File: config.mk
export PLATFORM = sky130hd
export DESIGN_NAME = alu_logic_pipe
export DESIGN_NICKNAME = d
export VERILOG_FILES = /design/src/rtl/alu_logic_pipe.sv
export SDC_FILE = /design/constraint.sdc
export NUM_CORES = 1
export LEC_CHECK = 0
export ABC_CLOCK_PERIOD_IN_PS = 5100
export CORE_UTILIZATION = 40
export CTS_CLUSTER_SIZE = 10
export DETAILED_ROUTE_END_ITERATION = 7
export MAX_ROUTING_LAYER = met4
export SYNTH_ARGS = -nofsm -noshare
export SYNTH_HDL_FRONTEND = slang
export SYNTH_SLANG_ARGS = --single-unit
File: constraint.sdc
create_clock -name clk -period 5.1 [get_ports clk]
set_clock_uncertainty 0.2 [all_clocks]
set_input_delay 0.51 -clock clk [delete_from_list [all_inputs] [get_ports clk]]
set_output_delay 0.51 -clock clk [all_outputs]
set_load 0.03 [all_outputs]
File: src/rtl/alu_logic_pipe.sv
// Two-stage pipelined bitwise logic unit with valid/ready handshake and ZERO/ONES flags.
// Both stages advance together; a stalled consumer freezes the whole pipe.
module alu_logic_pipe #(
  parameter  int WIDTH = 8,
  localparam int CW    = $clog2(WIDTH + 1)
) (
  input  logic             clk,
  input  logic             rst,
  input  logic             IN_VALID,
  output logic             IN_READY,
  input  logic [WIDTH-1:0] A,
  input  logic [WIDTH-1:0] B,
  input  logic [2:0]       S,
  output logic [WIDTH-1:0] OUT,
  output logic             ZERO,
  output logic [CW-1:0]    ONES,
  output logic             OUT_VALID,
  input  logic             OUT_READY
);

  logic [WIDTH-1:0] s1_a_r;
  logic [WIDTH-1:0] s1_b_r;
  logic [2:0]       s1_s_r;
  logic             s1_valid_r;
  logic [WIDTH-1:0] out_r;
  logic             zero_r;
  logic [CW-1:0]    ones_r;
  logic             out_valid_r;

  logic             adv_s;
  logic [WIDTH-1:0] res_s;
  logic             zero_s;
  logic [CW-1:0]    ones_s;

  function automatic logic [WIDTH-1:0] logic_op(
    input logic [WIDTH-1:0] a,
    input logic [WIDTH-1:0] b,
    input logic [2:0]       s
  );
    logic [WIDTH-1:0] r;
    case (s)
      3'b000:  r = a & b;
      3'b001:  r = a | b;
      3'b010:  r = a ^ b;
      3'b011:  r = ~a;
      3'b100:  r = ~(a & b);
      3'b101:  r = ~(a | b);
      3'b110:  r = ~(a ^ b);
      3'b111:  r = b;
      default: r = {WIDTH{1'b0}};
    endcase
    return r;
  endfunction

  function automatic logic [CW-1:0] popcount(input logic [WIDTH-1:0] v);
    logic [CW-1:0] cnt;
    cnt = {CW{1'b0}};
    for (int i = 0; i < WIDTH; i++) begin
      cnt = cnt + {{(CW-1){1'b0}}, v[i]};
    end
    return cnt;
  endfunction

  assign adv_s    = ~out_valid_r | OUT_READY;
  assign IN_READY = adv_s;

  // Result and flags derived from the stage-1 operands
  always_comb begin
    res_s  = logic_op(s1_a_r, s1_b_r, s1_s_r);
    zero_s = (res_s == {WIDTH{1'b0}});
    ones_s = popcount(res_s);
  end

  // Stage 1: operand capture
  always_ff @(posedge clk or posedge rst) begin
    if (rst) begin
      s1_a_r     <= {WIDTH{1'b0}};
      s1_b_r     <= {WIDTH{1'b0}};
      s1_s_r     <= 3'b000;
      s1_valid_r <= 1'b0;
    end else if (adv_s) begin
      s1_a_r     <= A;
      s1_b_r     <= B;
      s1_s_r     <= S;
      s1_valid_r <= IN_VALID;
    end
  end

  // Stage 2: registered result, flags and output valid
  always_ff @(posedge clk or posedge rst) begin
    if (rst) begin
      out_r       <= {WIDTH{1'b0}};
      zero_r      <= 1'b1;
      ones_r      <= {CW{1'b0}};
      out_valid_r <= 1'b0;
    end else if (adv_s) begin
      out_r       <= res_s;
      zero_r      <= zero_s;
      ones_r      <= ones_s;
      out_valid_r <= s1_valid_r;
    end
  end

  assign OUT       = out_r;
  assign ZERO      = zero_r;
  assign ONES      = ones_r;
  assign OUT_VALID = out_valid_r;

endmodule

Word-level counts from Yosys, hierarchy flattened
Cells that the tools add are included.

Flip-flop bits (word level): 34. Bits of input ports: 23. Output and inout port bits: 15. Word-level logic and storage cells: 34.

$add $sub $neg: 7. Eq/ne operators: 7. Mux-type cells: 1. Bitwise gates (word level): 9. Reduce and logical (&&, ||, !) cells: 2.

Operator list (count): 8-bit case mux with 8 select lines (1); 8-bit inverter (4); 4-bit by 1-bit adder with 4-bit output (4); 3-bit equality test (second input constant) (4); 8-bit AND (1); 8-bit zero test (1); 8-bit bitwise OR (1); 8-bit bitwise XOR (1); 3-bit by 2-bit equality test with 1-bit output (second input constant) (2); 3-bit by 1-bit adder with 4-bit output (1); 2-bit by 1-bit adder with 3-bit output (1); 3-bit by 1-bit equality test with 1-bit output (second input constant) (1); 3-bit zero test (1); 1-bit by 1-bit adder with 2-bit output (1); 1-bit inverter (1); 1-bit bitwise OR (1).

Depth between registers and ports, before layout
Gate-level depths: netlist of run 1.

Word-level depth: 10. Gate-level depth with buffers: 17.

Least setup slack after synthesis of run 1
OpenSTA, ideal clock, no wires.

Path type: register to register. From: reg s1_a_r[3]. To: reg ones_r[2] (netlist: ONES[2]). Setup time: 154 ps. Data arrival time: 3574 ps. Data required time: 4746 ps. Setup slack: 1172 ps. Cell stages (with the launch flop): 16. Path buffers: 0. Clock period less this slack: 3928 ps. Path through: dfrtp_1 inv_1 ha_1 a22o_1 nor4_2 nor2_1 fa_1 inv_1 fa_1 fa_1 inv_1 ha_1 inv_1 fa_1 xor2_1 a21oi_1.

Cells in the longest elaborated chain, start to end: 8. Elaborated cells on any way between the ends: 13.

RTL lines: from (decl) (line 21) `logic [WIDTH-1:0] s1_a_r;`; from (signal assigned) (line 77) `s1_a_r <= {WIDTH{1'b0}};`; 8-bit bitwise XOR, or another cell as far along (line 44, 48); 8-bit inverter (on tied branches) (line 48, 46, 47); 8-bit case mux with 8 select lines (*) (line 41) `case (s)`; net res_s[3] (line 31) `logic [WIDTH-1:0] res_s;`; 3-bit by 1-bit adder with 4-bit output (*) (line 59) `cnt = cnt + {{(CW-1){1'b0}}, v[i]};`; 4-bit by 1-bit adder with 4-bit output (*) (4 in a row) (line 59); to (signal assigned) (line 94) `ones_r <= {CW{1'b0}};`; to (signal assigned) (line 99) `ones_r <= ones_s;`; to (decl) (line 27) `logic [CW-1:0] ones_r;`.

Mark *: on every way through the listed nets, which the timed path passes. The rest lies on a longest branch. A chain may end at the register's enable or synchronous reset.

Worst setup path after layout of run 1
From: reg s1_s_r[1]. To: reg ones_r[2] (netlist: ONES[2]).

Elaborated cells on any way between the ends: 16.

RTL lines: from (decl) (line 23) `logic [2:0] s1_s_r;`; from (signal assigned) (line 79) `s1_s_r <= 3'b000;`; from (signal assigned) (line 84) `s1_s_r <= S;`; 3-bit equality test, or another cell as far along (line 41); 8-bit case mux with 8 select lines (*) (line 41); net res_s[3] (line 31); 3-bit by 1-bit adder with 4-bit output (*) (line 59); 4-bit by 1-bit adder with 4-bit output (*) (4 in a row) (line 59).

Marks and branches as above.

==> impl_metrics.csv, run 1 <==
group,metric,value,unit
setup_path,critical_path_required,5.06,ns
sta,max_slew_margin,58.1,%
setup_path,startpoint_class_of_the_critical_path,"flip-flop",
drt,route.final.wire_length,4.51,mm
logic_synthesis,seq_area_frac_synth,37.1,%
drt,dr_total_vias,1745,
logic_synthesis,synth_ff_type,"sky130_fd_sc_hd__dfrtp_1",
die,rows,27,
logic_synthesis,synth_async_sr_flop_share,100,%
die,ioPinCount,38,
sta,fmaxAchievable,234,MHz
placed_design,dp_hpwl,3.25,mm
cells_and_area,final_layout_size_suffix_gt1_share,7.56,%
grt,grt.overflow.total,0,
power,power.ir.vdd_worst,227,uV
die,die_area,6050,sq um
logic_synthesis,synth_top_cell_area_share,35.9,%
power,power.internal,0.745,mW
setup_path,ff2ff_path_depth,14,
clock_tree,post_cts_buffers,0,
drt,route.detailed.drc,0,
clock_tree,cts_resized,0,
logic_synthesis,synth.ff_latch_count,34,
status,run_status,"complete, no violations",
cells_and_area,finish.net_count,337,
sta,grt_setup_unrepaired,"no",
placed_design,gp_routability_congestion,0.788,
sta,setup-violations-final,0,
logic_synthesis,synth.largest_area_cell,"sky130_fd_sc_hd__dfrtp_1",
clock_tree,cts_hold_repair.buffers,0,
logic_synthesis,synth_top_cells_by_area,"sky130_fd_sc_hd__dfrtp_1, sky130_fd_sc_hd__ha_1, sky130_fd_sc_hd__nand2_1",
die,die_h,77.8,microns
clock_tree,cts_tree,"yes",
power,clock_network_fraction_of_total_power,16.7,%
grt,first_global_vias,1714,
setup_path,worst-endpoint-arrival,4.24,ns
cells_and_area,n_fill_cell,535,
drt,vias_per_cell,4.81,
grt,grt_antenna_before_repair,0,
clock_tree,cts-root-to-sink-buffers,2,
sta,post-route-min-period,4.28,ns
grt,grt_start_max_net_pins,54,
die,coreArea,5510,sq um
drt,final_antenna_net_count,0,
clock_tree,root_cell_of_the_clock_tree,"sky130_fd_sc_hd__clkbuf_8",
power,share_comb_of_total_power,53.0,%
power,power_density,450,nW/um^2
cells_and_area,final_core_util,50.9,%
logic_synthesis,synth_enable_flop_cells,0,
placed_design,portBuffers,37,
sta,finalSetupTns,0,ns
clock_tree,cts_buffers,5,
cells_and_area,antenna_diode_count,0,
logic_synthesis,number_of_standard_cells_after_synthesis,256,
logic_synthesis,synth.net_count,303,
power,switchingPower,0.515,mW
sta,final_max_slew_viol_count,0,
drt,wire_per_inst,12.4,microns
job,max_cap_viol_count,0,
die,die_width,77.8,microns
logic_synthesis,synth_area_per_cell,8.98,sq um
clock_tree,clkSinkCount,34,
die,starting_density_of_the_core,41.7,%
clock_tree,worst_skew_pair.late_latency,0.29,ns
drt,number_of_drc_markers_after_the_initial_detailed_route_iteration,110,
grt,first_pass_grt_wire_length,7.76,mm
sta,report.final.hold_viol_count,0,
sta,worst_slew_pin_tran,0.628,ns
logic_synthesis,ys_warn_count,0,
grt,grt_usage,17.0,%
clock_tree,h_tree_depth,2,
clock_tree,clock_pin_slew_worst_setup_and_hold_paths,0.08,ns
sta,timing.final.crit_share,83.9,%
setup_path,path_max_fanout,20,
drt,drt_pre_antenna_iters,5,
setup_path,worst_setup_path_end_kind,"flip-flop",
cells_and_area,area_grow_syn2layout,21.9,%
min_path,min_path_cells,1,
min_path,hold_path_class,"reg2reg",
power,p_seq_share,30.3,%
power,power.switching_fraction,40.8,%
setup_path,critical_setup_path_class,"reg2reg",
power,power.static_leakage,1.30,nW
logic_synthesis,synth_cell_types,47,
logic_synthesis,synthesis.area,2300,sq um
## path summary, 6_finish.rpt
| check | startpoint | slack, ns | endpoint |
|---|---|---|---|
| max | s1_s_r[1] | 0.82 | ONES[2] |
| min | s1_valid_r | 0.26 | OUT_VALID |
| max reg2reg | s1_s_r[1] | 0.82 | ONES[2] |
| min reg2reg | s1_valid_r | 0.26 | OUT_VALID |
| max in group asynchronous | rst | 3.93 | ZERO |
| min in group asynchronous | rst | 0.42 | ONES[2] |
## worst max-delay path: stages (launching register included)
cell,delay (ns)
sky130_fd_sc_hd__dfrtp_1,0.75
sky130_fd_sc_hd__nor2_1,0.10
sky130_fd_sc_hd__a22o_1,0.22
sky130_fd_sc_hd__nor4_2,0.38
sky130_fd_sc_hd__nor2_1,0.13
sky130_fd_sc_hd__fa_1,0.52
sky130_fd_sc_hd__inv_1,0.05
sky130_fd_sc_hd__fa_1,0.49
sky130_fd_sc_hd__fa_1,0.41
sky130_fd_sc_hd__inv_1,0.07
sky130_fd_sc_hd__ha_1,0.17
sky130_fd_sc_hd__inv_1,0.06
sky130_fd_sc_hd__fa_1,0.37
sky130_fd_sc_hd__xor2_1,0.15
sky130_fd_sc_hd__a21oi_1,0.08
## registers in the layout, summed over array words and instances, names as in the netlist
register	cells
ONES	4
OUT_VALID	1
s1_a_r	8
s1_s_r	3
ZERO	1
OUT	8
s1_valid_r	1
s1_b_r	8
## placed cells by master, fill, tap and decap left out, drive strengths merged, types with 2 or more instances in the layout
master and n:
a22o 2, a311oi 2, xor2 8, or2 2, clkbuf 6, nand2b 7, nand2 44, o211ai 3
mux2i 3, dfrtp 33, clkinv 2, mux2 3, ha 20, o21ai 24, buf 5, o2111ai 3
nor2 12, xnor2 6, clkdlybuf4s50 37, inv 28, nor2b 8, fa 4, a21oi 10
## area by class of cell
| class | count | area, sq um | area share [%] |
|---|---|---|---|
| repair buffers | 42 | 408 | 14.6 |
| clock inverters | 2 | 12.5 | 0.447 |
| flip-flops and latches | 34 | 852 | 30.4 |
| clock buffers | 6 | 82.6 | 2.95 |
| multi-input cells | 178 | 1250 | 44.5 |
| well taps | 72 | 90.1 | 3.22 |
| inverters | 29 | 109 | 3.89 |
## logic make-up (layout without fill, tap and decap cells)
family	after synthesis	count (layout)	synth area share [%]
AOI/OAI and AO/OA	50	50	13.7
xor gates and xnor gates	14	14	5.33
adders and majority gates	24	24	14.4
buffers and inverters	44	79	8.65
DFF	34	34	37.1
muxes	7	7	3.76
and+or+nand+nor	83	83	17.1
## power by group through the flow
stage	Clock [mW]	Combinational, mW	Sequential (mW)
final	0.211	0.667	0.382
after global routing	0.231	0.754	0.392
after CTS	0.221	0.674	0.383
after detailed placement	0	0.668	0.387
after global placement	0	0.664	0.387
after floorplan	0	0.422	0.449
## routing by layer
| metal | GRT usage [%] | share of wire (%) |
|---|---|---|
| met1 | 22.0 | 49 |
| met2 | 25.9 | 46 |
| met3 | 4.12 | 3.5 |
| met4 | 5.66 | 1.5 |
| met5 | - | 0 |
## per-stage QoR
stage / instances / power [mW] / instance area [sq um] / hold slack [ns] / setup slack, ns
4_1_cts: 363 / 1.28 / 2800 / 0.265 / 0.823
3_3_place_gp: 355 / 1.05 / 2710 / 0.241 / 0.926
5_1_grt: 363 / 1.38 / 2800 / 0.282 / 0.587
6_report: 363 / 1.26 / 2800 / 0.261 / 0.820
3_5_place_dp: 355 / 1.06 / 2710 / 0.248 / 0.827
2_1_floorplan: 256 / 0.871 / 2300 / 0.230 / 1.17
## synth_stat cells (2+ instances only)
| master | count |
|---|---|
| sky130_fd_sc_hd__xnor2_1 | 6 |
| sky130_fd_sc_hd__mux2_2 | 3 |
| sky130_fd_sc_hd__clkbuf_1 | 6 |
| sky130_fd_sc_hd__mux2i_1 | 3 |
| sky130_fd_sc_hd__nand2_1 | 44 |
| sky130_fd_sc_hd__nor2b_1 | 8 |
| sky130_fd_sc_hd__ha_1 | 20 |
| sky130_fd_sc_hd__dfrtp_1 | 33 |
| sky130_fd_sc_hd__xor2_1 | 8 |
| sky130_fd_sc_hd__a22o_1 | 2 |
| sky130_fd_sc_hd__nand2b_1 | 7 |
| sky130_fd_sc_hd__o21ai_0 | 18 |
| sky130_fd_sc_hd__o2111ai_1 | 3 |
| sky130_fd_sc_hd__buf_2 | 5 |
| sky130_fd_sc_hd__o211ai_1 | 3 |
| sky130_fd_sc_hd__a21oi_1 | 10 |
| sky130_fd_sc_hd__o21ai_1 | 6 |
| sky130_fd_sc_hd__fa_1 | 4 |
| sky130_fd_sc_hd__nor2_1 | 12 |
| sky130_fd_sc_hd__inv_1 | 28 |
(Power assumes the default switching activity.)
==> run 2, diff against run 1 <==
ABC_CLOCK_PERIOD_IN_PS = 3800   (was 5100)
PLACE_DENSITY = 0.65   (was unset)
clock period = 3.8 ns   (was 5.1 ns; I/O delays follow)
==> run 2 against run 1 <==
  * The flow now finishes with violations (negative setup slack)
  * Via count up 4.9%
  * Clock power up 93%
  * Setup slack worse by 0.91 ns
  * Final area up 10%
  * Global-route usage up 1.3 points
  * Critical endpoint is now ONES[1]
  * Largest cell class unchanged
  * Largest power group unchanged
==> impl_metrics.csv, run 2 (synthesized netlist as in run 1, its figures left out) <==
group,metric,value,unit
setup_path,critPathSlowestCell,"sky130_fd_sc_hd__fa_2",
setup_path,path_max_fanout,9,
setup_path,max_stage_delay,0.52,ns
clock_tree,clock_pin_slew_worst_setup_and_hold_paths,0.08,ns
power,power.switching_fraction,38.0,%
sta,worst_slew_pin_tran,0.484,ns
sta,timing.final.crit_share,102,%
sta,max_slew_margin,67.7,%
sta,fmaxAchievable,257,MHz
power,clock_network_fraction_of_total_power,21.2,%
cells_and_area,final_layout_size_suffix_gt1_share,18.4,%
die,die_width,77.8,microns
cells_and_area,final_cell_mix,"sky130_fd_sc_hd__nand2_1, sky130_fd_sc_hd__clkdlybuf4s50_1, sky130_fd_sc_hd__dfrtp_1",
power,switchingPower,0.731,mW
drt,vias_per_cell,4.72,
die,coreArea,5510,sq um
setup_path,worst-endpoint-arrival,3.86,ns
die,ioPinCount,38,
setup_path,cpLargestDelayFamily,"adder cells",
cells_and_area,finish.net_count,362,
power,share_comb_of_total_power,52.7,%
die,rows,27,
drt,number_of_drc_markers_after_the_initial_detailed_route_iteration,64,
sta,setup-violations-final,2,
drt,final_antenna_net_count,0,
clock_tree,cts_hold_repair.buffers,0,
grt,grt_usage,18.3,%
die,die_area,6050,sq um
sta,final_max_slew_viol_count,0,
grt,grt_start_max_net_pins,53,
status,failed_checks,"negative setup slack",
sta,post-route-worst-setup-slack,-0.0928,ns
cells_and_area,antenna_diode_count,0,
status,run_status,"finished with violations",
power,power.ir.vdd_worst,338,uV
grt,first_global_vias,1723,
cells_and_area,most_frequent_standard_cell_in_the_layout_excluding_fill_and_tap_cells,"sky130_fd_sc_hd__nand2_1",
drt,route.final.wire_length,4.84,mm
clock_tree,clkSinkCount,34,
sta,report.final.hold_viol_count,0,
drt,wire_per_inst,12.5,microns
drt,route.detailed.drc,0,
setup_path,rrSetupSlack,-0.09,ns
cells_and_area,area_grow_syn2layout,34.1,%
drt,drt_pre_antenna_iters,6,
die,starting_density_of_the_core,41.7,%
setup_path,worst_setup_path_end_kind,"flip-flop",
power,power.internal,1.19,mW
clock_tree,cts_buffers,5,
placed_design,gp_routability_congestion,0.772,
drt,dr_total_vias,1830,
sta,final.hold.worst_slack,0.267,ns
sta,finalSetupTns,-0.165,ns
clock_tree,cts-root-to-sink-buffers,2,
clock_tree,root_cell_of_the_clock_tree,"sky130_fd_sc_hd__clkbuf_8",
setup_path,critical_path.cell_chain,"buf_4 -> mux2i_1 -> a21oi_1 -> mux2_2 -> fa_1 -> inv_1 -> fa_1 -> fa_1 -> inv_1 -> ha_2 -> inv_2 -> fa_2 -> a21oi_2",
setup_path,startpoint_class_of_the_critical_path,"flip-flop",
setup_path,critical_path_required,3.77,ns
placed_design,portBuffers,37,
placed_design,dp_hpwl,3.44,mm
grt,first_pass_grt_wire_length,8.20,mm
power,power.static_leakage,1.44,nW
cells_and_area,cell_area_after_layout,3080,sq um
setup_path,cp_num_buf_inv,4,
placed_design,total_placed_instance_area,2890,sq um
clock_tree,cts_tree,"yes",
grt,grt.overflow.total,0,
clock_tree,h_tree_depth,2,
power,power_density,624,nW/um^2
die,die_h,77.8,microns
grt,grt_antenna_before_repair,0,
job,max_cap_viol_count,0,
power,total_power,1.92,mW
setup_path,critical_setup_path_class,"reg2reg",
clock_tree,worst_skew_pair.late_latency,0.29,ns
setup_path,path_common_cell,"sky130_fd_sc_hd__fa_1",
sta,post-route-min-period,3.89,ns
power,p_seq_share,26.1,%
sta,grt_setup_unrepaired,"yes",
min_path,hold_path_class,"reg2reg",
==> run 2: cell count changes in the layout (fill, tap and decap cells not counted), sizes merged <==
cell	previous run	this run
buf	5	30
bufinv	0	2
clkbuf	6	5
clkinvlp	1	0
==> run 2: power by group through the flow <==
stage	combinational, mW	clock (mW)	sequential (mW)
4_1_cts	1.02	0.421	0.501
5_1_grt	1.15	0.432	0.516
3_5_place_dp	0.979	0	0.506
6_report	1.01	0.407	0.502
2_1_floorplan	0.573	0	0.602
3_3_place_gp	0.960	0	0.506
==> run 2: worst paths after layout <==
kind / endpoint / start / cells past startpoint
min reg2reg: s1_valid_r / s1_valid_r / 2
max reg2reg: ONES[1] / s1_s_r[2] / 13
min: s1_valid_r / s1_valid_r / 2
min in group asynchronous: OUT_VALID / rst / 3
max: ONES[1] / s1_s_r[2] / 13
max in group asynchronous: ZERO / rst / 3
==> run 2: worst register-to-register path: stages (launching register included) <==
cell and delay, ns:
sky130_fd_sc_hd__dfrtp_1 0.51, sky130_fd_sc_hd__buf_4 0.20, sky130_fd_sc_hd__mux2i_1 0.19, sky130_fd_sc_hd__a21oi_1 0.08, sky130_fd_sc_hd__mux2_2 0.30, sky130_fd_sc_hd__fa_1 0.49, sky130_fd_sc_hd__inv_1 0.05, sky130_fd_sc_hd__fa_1 0.49
sky130_fd_sc_hd__fa_1 0.40, sky130_fd_sc_hd__inv_1 0.07, sky130_fd_sc_hd__ha_2 0.18, sky130_fd_sc_hd__inv_2 0.04, sky130_fd_sc_hd__fa_2 0.52, sky130_fd_sc_hd__a21oi_2 0.05
==> run 2: timing repair <==
item / 4_1_cts / 5_1_grt
gates resized for setup: 3 / 10
setup buffers: 1 / 0
setup endpoints to repair: 2 / 3
pin swaps: 1 / 3
==> run 2: cell type report <==
cell class	instances	area, sq um
flip-flops and latches	34	853
multi-input cells	178	1300
clock buffers	5	68.8
fillers	503	2420
clock inverters	3	68.8
inverters	29	109
well taps	72	90.1
repair buffers	67	596
==> run 2: stage by stage <==
| stage | instances | worst slack (ns) | utilization (%) |
|---|---|---|---|
| final | 388 | -0.0928 | 56.0 |
| after global routing | 388 | -0.223 | 56.0 |
| after CTS | 388 | -0.157 | 55.2 |
| after detailed placement | 379 | -0.196 | 52.5 |
| after global placement | 379 | -0.0771 | 52.5 |
| after floorplan | 256 | -0.0476 | - |
==> run 2: layer usage <==
layer	part of all wire [%]	GRT usage, %	vias to the layer above
li1	-	-	947
met1	47	23.5	847
met2	48	28.2	30
met3	3.1	3.88	6
met4	1.7	6.79	0
met5	0	-	-
